`src/rtl/io_bridge.sv`:
```
// Memory-mapped I/O bridge for the 0x7f50-0x7f70 peripheral window: tube, LED, DIP, keys, UART TX queue.
// Define IO_BRIDGE_UART_EN to build the UART transmit queue; without it UART_DATA/UART_STAT read 0 and tx is idle.
module io_bridge #(
  parameter int FIFO_DEPTH = 4
) (
  input  logic        clk,
  input  logic        reset,
  input  logic [31:0] addr,
  input  logic [31:0] wdata,
  input  logic [3:0]  byteen,
  output logic [31:0] rdata,
  input  logic [31:0] dip_n0,
  input  logic [31:0] dip_n1,
  input  logic [7:0]  key_n,
  output logic [31:0] tube_data,
  output logic [31:0] led_n,
  output logic [7:0]  tx_data,
  output logic        tx_valid,
  input  logic        tx_ready,
  output logic        irq
);

  localparam logic [31:0] ADDR_TUBE  = 32'h0000_7f50;
  localparam logic [31:0] ADDR_UDATA = 32'h0000_7f58;
  localparam logic [31:0] ADDR_USTAT = 32'h0000_7f5c;
  localparam logic [31:0] ADDR_DIP0  = 32'h0000_7f60;
  localparam logic [31:0] ADDR_DIP1  = 32'h0000_7f64;
  localparam logic [31:0] ADDR_KEY   = 32'h0000_7f68;
  localparam logic [31:0] ADDR_LED   = 32'h0000_7f70;

  function automatic logic [31:0] merge_bytes(input logic [31:0] old_word,
                                              input logic [31:0] new_word,
                                              input logic [3:0]  be);
    logic [31:0] res;
    res = old_word;
    for (int b = 0; b < 4; b++) begin
      if (be[b]) res[8*b +: 8] = new_word[8*b +: 8];
    end
    return res;
  endfunction

  logic        sel_tube, sel_udata, sel_stat, sel_dip0, sel_dip1, sel_key, sel_led;
  logic        wr_any;
  logic [31:0] led_reg;
  logic [31:0] stat_word;
  logic [31:0] rd_word;

  assign sel_tube  = (addr == ADDR_TUBE);
  assign sel_udata = (addr == ADDR_UDATA);
  assign sel_stat  = (addr == ADDR_USTAT);
  assign sel_dip0  = (addr == ADDR_DIP0);
  assign sel_dip1  = (addr == ADDR_DIP1);
  assign sel_key   = (addr == ADDR_KEY);
  assign sel_led   = (addr == ADDR_LED);
  assign wr_any    = |byteen;

  always_ff @(posedge clk) begin
    if (reset) begin
      tube_data <= '0;
      led_reg   <= '0;
    end else begin
      if (sel_tube && wr_any) tube_data <= merge_bytes(tube_data, wdata, byteen);
      if (sel_led && wr_any)  led_reg   <= merge_bytes(led_reg, wdata, byteen);
    end
  end

  assign led_n = ~led_reg;

  // Key path: p0/p1 synchronize the raw keys, p2 holds the previous pressed state for edge detect.
  logic [7:0] key_sync_p0, key_sync_p1, pressed_p2;
  logic [7:0] pending, pending_next, key_rise, key_clr;

  assign key_rise     = key_sync_p1 & ~pressed_p2;
  assign key_clr      = (sel_key && byteen[1]) ? wdata[15:8] : 8'h00;
  assign pending_next = (pending & ~key_clr) | key_rise;

  always_ff @(posedge clk) begin
    if (reset) begin
      key_sync_p0 <= '0;
      key_sync_p1 <= '0;
      pressed_p2  <= '0;
      pending     <= '0;
      irq         <= 1'b0;
    end else begin
      key_sync_p0 <= ~key_n;
      key_sync_p1 <= key_sync_p0;
      pressed_p2  <= key_sync_p1;
      pending     <= pending_next;
      irq         <= |pending_next;
    end
  end

`ifdef IO_BRIDGE_UART_EN
  localparam int AW = $clog2(FIFO_DEPTH);
  localparam int CW = AW + 1;

  logic [7:0]    fifo_mem [FIFO_DEPTH];
  logic [AW-1:0] wr_ptr, rd_ptr;
  logic [CW-1:0] count;
  logic          ovf, empty, full, push, pop, accept;

  assign empty  = (count == '0);
  assign full   = (count == CW'(FIFO_DEPTH));
  assign push   = sel_udata && byteen[0];
  assign pop    = tx_valid && tx_ready;
  // A pop in the same cycle frees the slot, so a push into a full queue is still taken.
  assign accept = push && (!full || pop);

  always_ff @(posedge clk) begin
    if (accept) fifo_mem[wr_ptr] <= wdata[7:0];
  end

  always_ff @(posedge clk) begin
    if (reset) begin
      wr_ptr <= '0;
      rd_ptr <= '0;
      count  <= '0;
      ovf    <= 1'b0;
    end else begin
      if (accept) wr_ptr <= wr_ptr + AW'(1);
      if (pop)    rd_ptr <= rd_ptr + AW'(1);
      if (accept && !pop)      count <= count + CW'(1);
      else if (!accept && pop) count <= count - CW'(1);
      if (push && !accept)                  ovf <= 1'b1;
      else if (sel_stat && byteen[0])       ovf <= 1'b0;
    end
  end

  assign tx_valid  = !empty;
  assign tx_data   = empty ? 8'h00 : fifo_mem[rd_ptr];
  assign stat_word = 32'({count, 1'b0, ovf, full, empty});
`else
  logic unused_uart;
  assign unused_uart = ^{tx_ready, sel_udata};
  assign tx_valid    = 1'b0;
  assign tx_data     = 8'h00;
  assign stat_word   = '0;
`endif

  always_comb begin
    rd_word = '0;
    if (sel_tube)      rd_word = tube_data;
    else if (sel_stat) rd_word = stat_word;
    else if (sel_dip0) rd_word = ~dip_n0;
    else if (sel_dip1) rd_word = ~dip_n1;
    else if (sel_key)  rd_word = {16'h0000, pending, key_sync_p1};
    else if (sel_led)  rd_word = led_reg;
  end

  // Read stage: rdata is the registered view of the addressed word.
  always_ff @(posedge clk) begin
    if (reset) rdata <= '0;
    else       rdata <= rd_word;
  end

endmodule
```
`config.mk`:
```
export PLATFORM = sky130hd
export DESIGN_NAME = io_bridge
export DESIGN_NICKNAME = d
export VERILOG_FILES = /design/src/rtl/io_bridge.sv
export SDC_FILE = /design/constraint.sdc
export NUM_CORES = 1
export LEC_CHECK = 0
export ABC_AREA = 0
export BUFFER_PORTS_ARGS = -buffer_cell sky130_fd_sc_hd__buf_4
export CORE_AREA = 8 8 120 122
export CTS_BUF_LIST = sky130_fd_sc_hd__clkbuf_4 sky130_fd_sc_hd__clkbuf_8
export CTS_CLUSTER_DIAMETER = 60
export DETAILED_ROUTE_END_ITERATION = 8
export DIE_AREA = 0 0 128 130
export GPL_ROUTABILITY_DRIVEN = 0
export HOLD_SLACK_MARGIN = 0.15
export PLACE_DENSITY = 0.73
export SLEW_MARGIN = 10
export SYNTH_ARGS = -nofsm -noshare
export SYNTH_HDL_FRONTEND = slang
export SYNTH_SLANG_ARGS = --single-unit
```
`constraint.sdc`:
```
create_clock -name clk -period 3.38 [get_ports clk]
set_clock_uncertainty 0.05 [all_clocks]
set_input_delay 0.338 -clock clk [delete_from_list [all_inputs] [get_ports clk]]
set_output_delay 0.338 -clock clk [all_outputs]
set_load 0.01 [all_outputs]
```
==> out/metrics.csv <==
metric,value,unit
layout cells sized above 1,0.3614,
Critical Path RT,3630,ps
Post-layout nets,1044,
Pwr per Cell Area,383.0,nW/µm²
outcome,"complete, no violations",
H-Tree Depth,4,
Post-Synthesis Cells,620,
Ant. Diodes,0,
Final Hold Fails,0,
clock sink count,129,
num ports,249,
max cap viols,0,
Hold Path End,rdata[24],
first-pass iteration count of the detailed router,5,
postcts setup bufs,0,
reg2reg start,key_sync_p1[4],
DRT iter0 DRCs,424,
row cnt,41,
min-delay src,dip_n0[24],
clock-pin slew on the worst setup and hold paths,80,ps
critical path arrival,2630,ps
crit start category,input port,
"Primary FF master, synth",dfxtp_1,
Critical-path top delay cell,nor4_4,
Synth area leaders,"dfxtp_1, nand2_1, a21oi_1",
"most used cell, CP",buf_4,
top cell type's share of synthesized area,0.4664,
worst hold stages,3,
maximum vdd drop,0.0002230,V
CTS Buffer Depth,2,
cts bufs inserted,17,
WL final,19960,µm
Yosys warning count,0,
Syn Std Cell Area,5537,µm²
period utilization,0.7018,
final setup violation count,0,
synthesized flop and latch total,129,
first-pass GRT wire length,30730,µm
max_slew headroom,0.2820,
total grt overflow,0,
worst path cell trace,"buf_4, nor4_2, nand4_2, buf_4, nor4_4, buf_12, nand2_1, mux2i_1, nor2_1",
CTS tree,done,
Die Y,130,µm
GR Util All Layers,0.2368,
Core Area,12410,µm²
worst skew pair latency,440,ps
leak pwr,3.541,nW
CTS resizes,0,
max frequency,0.4216,GHz
die area,16640,µm²
setup tns final,0,ps
Post-synth ARST share,0,
CTS Hold Bufs,52,
max-slew violation count,0,
critical setup path kind,input port to register,
Worst Path Max Fanout,31,
largest net degree at the start of global routing,66,
Root Driver,clkbuf_8,
vias per inst,5.184,
Final ANT Viol Nets,0,
vias in the first global route,5906,
"Avg Cell Area, Syn",8.930,µm²
via count,5625,
CP Capture Type,register,
Starting Density,0.4460,
Layout area overhead,49.69,%
DP HPWL,14340,µm
initial antenna violation count,0,
"Seq/Total Area, Yosys",0.4664,
cell taking the most area after synthesis,dfxtp_1,
"Largest stage delay, worst path",350,ps
R2R cell count,6,
Tmin final,2372,ps
Die W,128,µm
worst reg-to-reg setup slack,1710,ps
unrepaired setup endpoints after global routing,false,
HP Class,input port to register,
"EDFF count, synth",0,
average routed wire per standard cell,18.40,µm
"top cells by count, synth","nand2_1, dfxtp_1, a21oi_1",
Cell variety after synth,47,
DR DRC count,0,
Reg-to-Reg End,irq,
Port Buffers,238,
most common cell in the netlist,nand2_1,
total power draw,0.003174,W
Least-Margin Pin Slew,1077,ps
## worst max-delay path: cells and delay by family
family / cells / cell delay, ps
AND/OR/NAND/NOR: 5 / 1330
buffers and inverters: 3 / 650
multiplexers: 1 / 290
## power by group
part	internal [W]	switching (W)
combinational	0.000168	0.000112
sequential	0.00154	0.00000894
clock	0.000765	0.000583
## per-layer routing
layer  vias to the layer above  global-route usage  wire length, µm
li1                       2666                   -                -
met1                      2678              0.2637             7944
met2                       252              0.4175            10190
met3                        29             0.07018             1454
met4                         0             0.09301              373
met5                         -                   0                0
## cell type report
cell class / count / area, µm²
clock buffer: 20 / 269.0
clock inverter: 11 / 137.6
fill: 1037 / 4126
inverter: 36 / 135.1
multi-input combinational: 416 / 2546
sequential: 129 / 2582
tap: 172 / 215.2
timing repair buffer: 301 / 2402
## cell usage in the layout (no fill, tap or decap), types with 2 or more instances in the layout
master	instances
buf_4	248
nand2_1	150
dfxtp_1	129
a21oi_1	52
dlygate4sd3_1	52
nor2_1	48
inv_1	36
nor2b_1	20
clkbuf_8	19
mux2i_1	16
o211ai_2	16
a32o_1	16
a221oi_1	16
o221ai_2	10
conb_1	9
nand3_1	8
nand2b_1	6
clkinv_2	5
o31ai_1	4
a2bb2oi_1	4
nor4_4	3
and2_1	3
and3_2	3
clkinvlp_4	3
bufinv_16	3
nor4b_2	2
nor4_2	2
nand3_2	2
nor4_1	2
o21ai_0	2
or4_4	2
o221ai_1	2
o21ai_2	2
o21ai_1	2
## cell families (layout without fill, tap and decap cells)
logic type,count (synthesis),count (layout),synth area share
other,1,9,0.0006773
multiplexers,16,16,0.02893
AO/OA/AOI/OAI,131,131,0.1959
AND/OR/NAND/NOR,260,260,0.2289
buffers and inverters,83,368,0.07909
flip-flops,129,129,0.4664
## per-stage QoR
| stage | setup slack, ps | utilization | hold slack (ps) | std cells | instance area, µm² |
|---|---|---|---|---|---|
| final | 1008 | 0.6676 | 171.4 | 1085 | 8288 |
| after global routing | 905.7 | 0.6676 | 162.2 | 1085 | 8288 |
| after CTS | 980.4 | 0.6676 | 152.7 | 1085 | 8288 |
| after detailed placement | 510.0 | 0.5929 | 380.0 | 1002 | 7361 |
| after global placement | 610.5 | 0.5929 | 373.5 | 1002 | 7361 |
| after floorplan | 1180 | - | 360.4 | 628 | 5567 |
## worst max-delay path by stage
stage	startpoint	to	cells after the start
4_1_cts	addr[15]	rdata[15]	6
3_5_place_dp	addr[15]	rdata[15]	6
5_1_grt	addr[15]	led_reg[30]	7
2_1_floorplan	addr[18]	rdata[10]	8
6_report	addr[17]	led_reg[9]	9
3_3_place_gp	addr[15]	rdata[15]	6
(Power assumes the default switching activity.)
